<file path="src/rtl/delay_fifo_pkg.sv">
// Shared definitions for delay_fifo: count-width helper, drop counter width, status bit indices.
// Optional overflow tracking is enabled with DELAY_FIFO_OVF_EN.
package delay_fifo_pkg;

    localparam int DROP_CNT_W = 8;

    // Bit positions of the status flags the top keeps in one registered vector
    typedef enum int unsigned {
        STAT_EMPTY = 0,
        STAT_FULL  = 1,
        STAT_AFULL = 2,
        STAT_OVF   = 3
    } status_bit_e;

    function automatic int cnt_width(input int depth);
        return $clog2(depth + 1);
    endfunction

endpackage

</file>
<file path="src/rtl/delay_fifo_age.sv">
// One per-entry residency counter: clears to zero on load, counts up when enabled,
// and holds at its maximum instead of wrapping.
module delay_fifo_age #(
    parameter int DELAY_WIDTH = 8
) (
    input  logic                   clk,
    input  logic                   rst_n,
    input  logic                   clr,
    input  logic                   en,
    output logic [DELAY_WIDTH-1:0] age
);

    always_ff @(posedge clk or negedge rst_n) begin
        if (!rst_n) begin
            age <= '0;
        end else if (clr) begin
            age <= '0;
        end else if (en && (age != '1)) begin
            age <= age + 1'b1;
        end
    end

endmodule

</file>
<file path="src/rtl/delay_fifo.sv">
// Synchronous FIFO where every entry must reside at least delay_cfg cycles before it can pop.
// Define DELAY_FIFO_OVF_EN to track refused writes in ovf_sticky / drop_cnt.
module delay_fifo
    import delay_fifo_pkg::*;
#(
    parameter int DATA_WIDTH   = 4,
    parameter int FIFO_DEPTH   = 16,
    parameter int DELAY_WIDTH  = 8,
    parameter int AFULL_THRESH = FIFO_DEPTH - 2
) (
    input  logic                              clk,
    input  logic                              rst_n,
    input  logic                              flush,
    input  logic [DELAY_WIDTH-1:0]            delay_cfg,
    input  logic                              in_valid,
    output logic                              in_ready,
    input  logic [DATA_WIDTH-1:0]             data_in,
    output logic                              out_valid,
    input  logic                              out_ready,
    output logic [DATA_WIDTH-1:0]             data_out,
    output logic [$clog2(FIFO_DEPTH+1)-1:0]   count,
    output logic                              full,
    output logic                              empty,
    output logic                              almost_full,
    output logic                              ovf_sticky,
    output logic [DROP_CNT_W-1:0]             drop_cnt
);

    localparam int PTR_W = $clog2(FIFO_DEPTH);
    localparam int CNT_W = cnt_width(FIFO_DEPTH);
    localparam logic [CNT_W-1:0] DEPTH_C = CNT_W'(FIFO_DEPTH);
    localparam logic [CNT_W-1:0] AFULL_C = CNT_W'(AFULL_THRESH);

    // Handshakes: a transfer happens on a rising edge where valid && ready are both high.
    // in_ready depends only on registered state; out_valid only on registered state and delay_cfg.

    logic [DATA_WIDTH-1:0]  mem [FIFO_DEPTH];
    logic [PTR_W-1:0]       wr_ptr;
    logic [PTR_W-1:0]       rd_ptr;
    logic [CNT_W-1:0]       count_q;
    logic [CNT_W-1:0]       count_nxt;
    logic [STAT_AFULL:0]    flags_q;
    logic [DELAY_WIDTH-1:0] age_q [FIFO_DEPTH];
    logic [DELAY_WIDTH-1:0] thresh;
    logic                   head_mature;
    logic                   push;
    logic                   pop;

    assign in_ready = !flags_q[STAT_FULL];
    assign push     = in_valid && in_ready;

    // A zero delay still needs one edge of residency, so the threshold never drops below 1
    assign thresh      = (delay_cfg == '0) ? DELAY_WIDTH'(1) : delay_cfg;
    assign head_mature = (age_q[rd_ptr] >= thresh);
    assign out_valid   = !flags_q[STAT_EMPTY] && head_mature;
    assign pop         = out_valid && out_ready;

    assign data_out    = mem[rd_ptr];
    assign count       = count_q;
    assign empty       = flags_q[STAT_EMPTY];
    assign full        = flags_q[STAT_FULL];
    assign almost_full = flags_q[STAT_AFULL];

    always_comb begin
        count_nxt = count_q;
        if (flush) begin
            count_nxt = '0;
        end else if (push && !pop) begin
            count_nxt = count_q + 1'b1;
        end else if (pop && !push) begin
            count_nxt = count_q - 1'b1;
        end
    end

    always_ff @(posedge clk or negedge rst_n) begin
        if (!rst_n) begin
            wr_ptr  <= '0;
            rd_ptr  <= '0;
            count_q <= '0;
            flags_q <= '0;
            flags_q[STAT_EMPTY] <= 1'b1;
        end else begin
            if (flush) begin
                wr_ptr <= '0;
                rd_ptr <= '0;
            end else begin
                if (push) wr_ptr <= wr_ptr + 1'b1;
                if (pop)  rd_ptr <= rd_ptr + 1'b1;
            end
            count_q             <= count_nxt;
            flags_q[STAT_EMPTY] <= (count_nxt == '0);
            flags_q[STAT_FULL]  <= (count_nxt == DEPTH_C);
            flags_q[STAT_AFULL] <= (count_nxt >= AFULL_C);
        end
    end

    always_ff @(posedge clk) begin
        if (push && !flush) begin
            mem[wr_ptr] <= data_in;
        end
    end

    // Slot i is occupied when its distance from the head is below the current count
    for (genvar i = 0; i < FIFO_DEPTH; i++) begin : g_age
        logic [PTR_W-1:0] offs;
        logic             occupied;
        logic             wr_here;

        assign offs     = PTR_W'(i) - rd_ptr;
        assign occupied = (CNT_W'(offs) < count_q);
        assign wr_here  = push && (wr_ptr == PTR_W'(i));

        delay_fifo_age #(
            .DELAY_WIDTH (DELAY_WIDTH)
        ) u_age (
            .clk   (clk),
            .rst_n (rst_n),
            .clr   (flush || wr_here),
            .en    (occupied),
            .age   (age_q[i])
        );
    end

`ifdef DELAY_FIFO_OVF_EN
    logic                  ovf_q;
    logic [DROP_CNT_W-1:0] drop_q;
    logic                  drop_evt;

    assign drop_evt = in_valid && !in_ready && !flush;

    always_ff @(posedge clk or negedge rst_n) begin
        if (!rst_n) begin
            ovf_q  <= 1'b0;
            drop_q <= '0;
        end else if (flush) begin
            ovf_q  <= 1'b0;
            drop_q <= '0;
        end else if (drop_evt) begin
            ovf_q <= 1'b1;
            if (drop_q != '1) drop_q <= drop_q + 1'b1;
        end
    end

    assign ovf_sticky = ovf_q;
    assign drop_cnt   = drop_q;
`else
    assign ovf_sticky = 1'b0;
    assign drop_cnt   = '0;
`endif

endmodule

</file>
<file path="config.mk">
export PLATFORM = sky130hd
export DESIGN_NAME = delay_fifo
export DESIGN_NICKNAME = d
export VERILOG_FILES = /design/src/rtl/delay_fifo_pkg.sv /design/src/rtl/delay_fifo_age.sv /design/src/rtl/delay_fifo.sv
export SDC_FILE = /design/constraint.sdc
export NUM_CORES = 1
export LEC_CHECK = 0
export BUFFER_PORTS_ARGS = -buffer_cell sky130_fd_sc_hd__buf_4
export CAP_MARGIN = 15
export CORE_ASPECT_RATIO = 1.75
export CORE_UTILIZATION = 45
export CTS_BUF_LIST = sky130_fd_sc_hd__clkbuf_2
export CTS_CLUSTER_DIAMETER = 50
export DETAILED_ROUTE_END_ITERATION = 10
export GPL_TIMING_DRIVEN = 0
export PLACE_DENSITY = 0.63
export SLEW_MARGIN = 0
export SYNTH_ARGS = -nofsm -noshare
export SYNTH_HDL_FRONTEND = slang
export SYNTH_SLANG_ARGS = --single-unit
</file>
<file path="constraint.sdc">
create_clock -name clk -period 4.23 [get_ports clk]
set_input_delay 0.423 -clock clk [delete_from_list [all_inputs] [get_ports clk]]
set_output_delay 0.423 -clock clk [all_outputs]
set_load 0.05 [all_outputs]
</file>
==> results.toml <==
[cells_and_area]
fin_nets = 1294
layoutNonFillerInstCount = 1572
most-common-layout-cells = "sky130_fd_sc_hd__dfrtp_1 (142), sky130_fd_sc_hd__nor2_1 (139), sky130_fd_sc_hd__clkbuf_2 (69)"
layout-drive-gt1-share = 0.189
final_common_cell = "sky130_fd_sc_hd__dfrtp_1"
syn_to_final_growth_pct = 13.0

[logic_synthesis]
synth_cells = 1099
synthesis.yosys.warnings = 0
ys_seq_elements = 208
synth.distinct_cells = 61
synth_sequential_area_ratio = 0.454
post_synth_edffs = 64
syn-mean-instance-area_sq_um = 11.1
mappedNetlistArea_sq_um = 12200
ys_dominant_reg_cell = "sky130_fd_sc_hd__dfrtp_1"
postSynth.asyncResetShare = 0.692

[sta]
totalNegativeSetupSlack_ns = -0.496
finalHoldViolations = 0
worst_slew_margin_rel = 0.286
worst_clock_skew_ns = 0.0440
slew_violations = 0
achievable-frequency_mhz = 222
final_min_period_over_clock_period = 1.06
period_needed_ns = 4.50
grt_setup_unrepaired = "yes"
setup-violations-final = 4
final.setup.worst_slack_ns = -0.265
timing_worst_slew_pin_value_ns = 1.06

[placement]
gp_congestion = 0.863
numPlacedInstances = 1461
place.detailed.hpwl_um = 23900
portBuffers = 29

[clock_tree]
cts_tree = "built"
clockBufferDepth = 3
clk_pin_slew_worst_paths_ns = 0.11
clk_root_buffer_cell = "sky130_fd_sc_hd__clkbuf_2"
worst_skew_pair.late_latency_ns = 0.87
h-tree-depth = 2
clock_sinks = 208
cts-buffers-inserted = 50

[routing]
drt-wirelength-per-cell_um = 20.8
ant_nets = 0
drt_pass1_iterations = 5
count_of_routing_violations_after_the_opening_detailed_route_iteration = 540
vias = 9169
vias_per_cell = 5.83
drc = 0
drt-total-wl_um = 32800

[worst_hold_path]
holdCritPathClass = "in -> reg"

[power]
seq_power_share = 0.550
power.share.combinational = 0.079
clock_power_share = 0.371
total_leakage_power_nw = 5.67
powerDensity_nw_per_um2 = 279
cellInternalPower_mw = 2.75
worst_ir_drop_on_vdd_mv = 0.221
p_sw_frac = 0.284
switching_pwr_mw = 1.09

[floorplanning]
dieWidth_um = 126
floorplan.die_area_sq_um = 27700
core_area_sq_um = 26600
rows = 79
die-height_um = 220
floorplan.initialDensity = 0.458
floorplan.io_pins = 40

[run_status]
status = "finished, violations left"
violated_checks = "negative setup slack"

[setup_path]
worstPathMaxFanout = 7
endpoint_kind = "output pin"
worstPathArrival_ns = 4.07
data_required_time_at_the_worst_endpoint_ns = 3.81
critical_path.startpoint_type = "register"
timing.setup.critical_path_class = "reg -> out"

[global_route]
grt_pass1_vias = 9377
gr-total-overflow = 0
wire_length_of_the_first_global_routing_pass_um = 51500
number_of_antenna_violations_at_the_first_check_in_global_routing = 1
grt_use_total = 0.248
grt_start_max_net_pins = 81

[job]
max_capacitance_violation_count = 0
-- sequential cells by signal (all words and copies together) (netlist names) --
name,flops
count,5
flags_q,3
g_age.u_age.age,128
wr_ptr,4
rd_ptr,4
mem,64
-- worst max-delay path: stages, from the launching register on --
cell and delay (ns):
sky130_fd_sc_hd__dfrtp_1 0.40, sky130_fd_sc_hd__buf_8 0.18, sky130_fd_sc_hd__clkbuf_16 0.16, sky130_fd_sc_hd__mux4_2 0.55, sky130_fd_sc_hd__mux4_2 0.55, sky130_fd_sc_hd__ha_4 0.24
sky130_fd_sc_hd__a21o_1 0.18, sky130_fd_sc_hd__a221oi_4 0.31, sky130_fd_sc_hd__o31a_1 0.39, sky130_fd_sc_hd__nor2_1 0.09, sky130_fd_sc_hd__buf_6 0.16
-- cells in the mapped netlist, drive strengths merged, types with 3 or more instances --
library cell	n	area, sq um
a21o	8	60.1
a21oi	50	284
and2	17	106
and3	24	150
and4	11	96.3
buf	21	129
clkbuf	19	71.3
dfrtp	143	3580
edfxtp	64	1920
ha	65	813
inv	47	176
mux2i	11	110
mux4	60	1350
nand2	59	221
nand2b	9	56.3
nand3	41	205
nand4	33	206
nor2	140	528
nor2b	3	18.8
nor3	14	70.1
nor3b	4	30.0
nor4	6	37.5
nor4b	3	26.3
o2111ai	7	61.3
o211ai	25	198
o21a	7	52.6
o21ai	45	229
o21bai	4	37.5
o22ai	4	25.0
o31ai	8	65.1
o41ai	3	26.3
or3	17	106
or4	4	30.0
xnor2	45	394
xor2	60	526
-- power by group through the flow --
| stage | combinational, mW | sequential [mW] | clock [mW] |
|---|---|---|---|
| 2_1_floorplan | 0.169 | 2.16 | 0 |
| 6_report | 0.304 | 2.12 | 1.42 |
| 3_5_place_dp | 0.291 | 2.16 | 0 |
| 4_1_cts | 0.304 | 2.12 | 1.47 |
| 3_3_place_gp | 0.283 | 2.16 | 0 |
| 5_1_grt | 0.331 | 2.12 | 1.56 |
-- kinds of logic after synthesis --
group                      count (synthesis)  synth area share
DFF                                      208             0.454
muxes                                     71             0.120
and+or+nand+nor                          386             0.156
other                                      1          0.000308
adders and majority gates                 65            0.0668
buffers and inverters                     87            0.0310
AOI/OAI and AO/OA                        176            0.0962
xor gates and xnor gates                 105            0.0756
-- layer usage --
metal / GRT usage / vias to the layer above / routed length [um] / part of all wire
met5: 0 / - / 0 / 0
met4: 0.167 / 0 / 2130 / 0.065
met3: 0.0410 / 100 / 1500 / 0.046
met2: 0.460 / 238 / 17400 / 0.53
met1: 0.254 / 4537 / 11700 / 0.36
li1: - / 4294 / - / -
-- final timing paths --
kind / start / to / slack (ns) / depth (start not counted)
max: rd_ptr[0]$_DFFE_PN0P_ / out_valid / -0.27 / 10
min: out_ready / count[2]$_DFF_PN0_ / 0.06 / 4
max reg2reg: rd_ptr[0]$_DFFE_PN0P_ / flags_q[1]$_DFF_PN0_ / -0.10 / 12
min reg2reg: g_age[3].u_age.age[7]$_DFFE_PN0P_ / g_age[3].u_age.age[7]$_DFFE_PN0P_ / 0.55 / 1
max in group asynchronous: rst_n / flags_q[0]$_DFF_PN1_ / 3.24 / 3
min in group asynchronous: rst_n / g_age[9].u_age.age[1]$_DFFE_PN0P_ / 0.13 / 2
-- through the flow --
stage,hold slack (ns),total power [mW],area [sq um],worst slack (ns),util
finish,0.0583,3.84,13800,-0.265,0.517
global route,0.0407,4.01,13800,-0.410,0.517
CTS,0.0142,3.89,13700,-0.398,0.516
detailed placement,0.473,2.45,12900,-0.752,0.483
global placement,0.530,2.44,12800,-0.701,0.482
floorplan,0.127,2.33,12200,0.367,-
-- area by class of cell --
class                           instances  area (sq um)
Timing Repair Buffer                   54           460
Buffer                                 39           333
Clock buffer                           68           340
Tap cell                              324           405
Multi-Input combinational cell        812          6370
Fill cell                            2377         12800
Sequential cell                       208          5530
Clock inverter                         19           134
Inverter                               47           176
Antenna cell                            1          2.50
-- timing repair --
| item | CTS | global route |
|---|---|---|
| hold endpoints to repair | 129 | 0 |
| hold buffers | 6 | 0 |
| cloned | 0 | 0 |
| resized for setup | 47 | 1 |
| endpoints found under the setup margin | 13 | 5 |
| pin swaps | 6 | 2 |
| buffers inserted | 15 | 2 |
(Power assumes the default switching activity.)
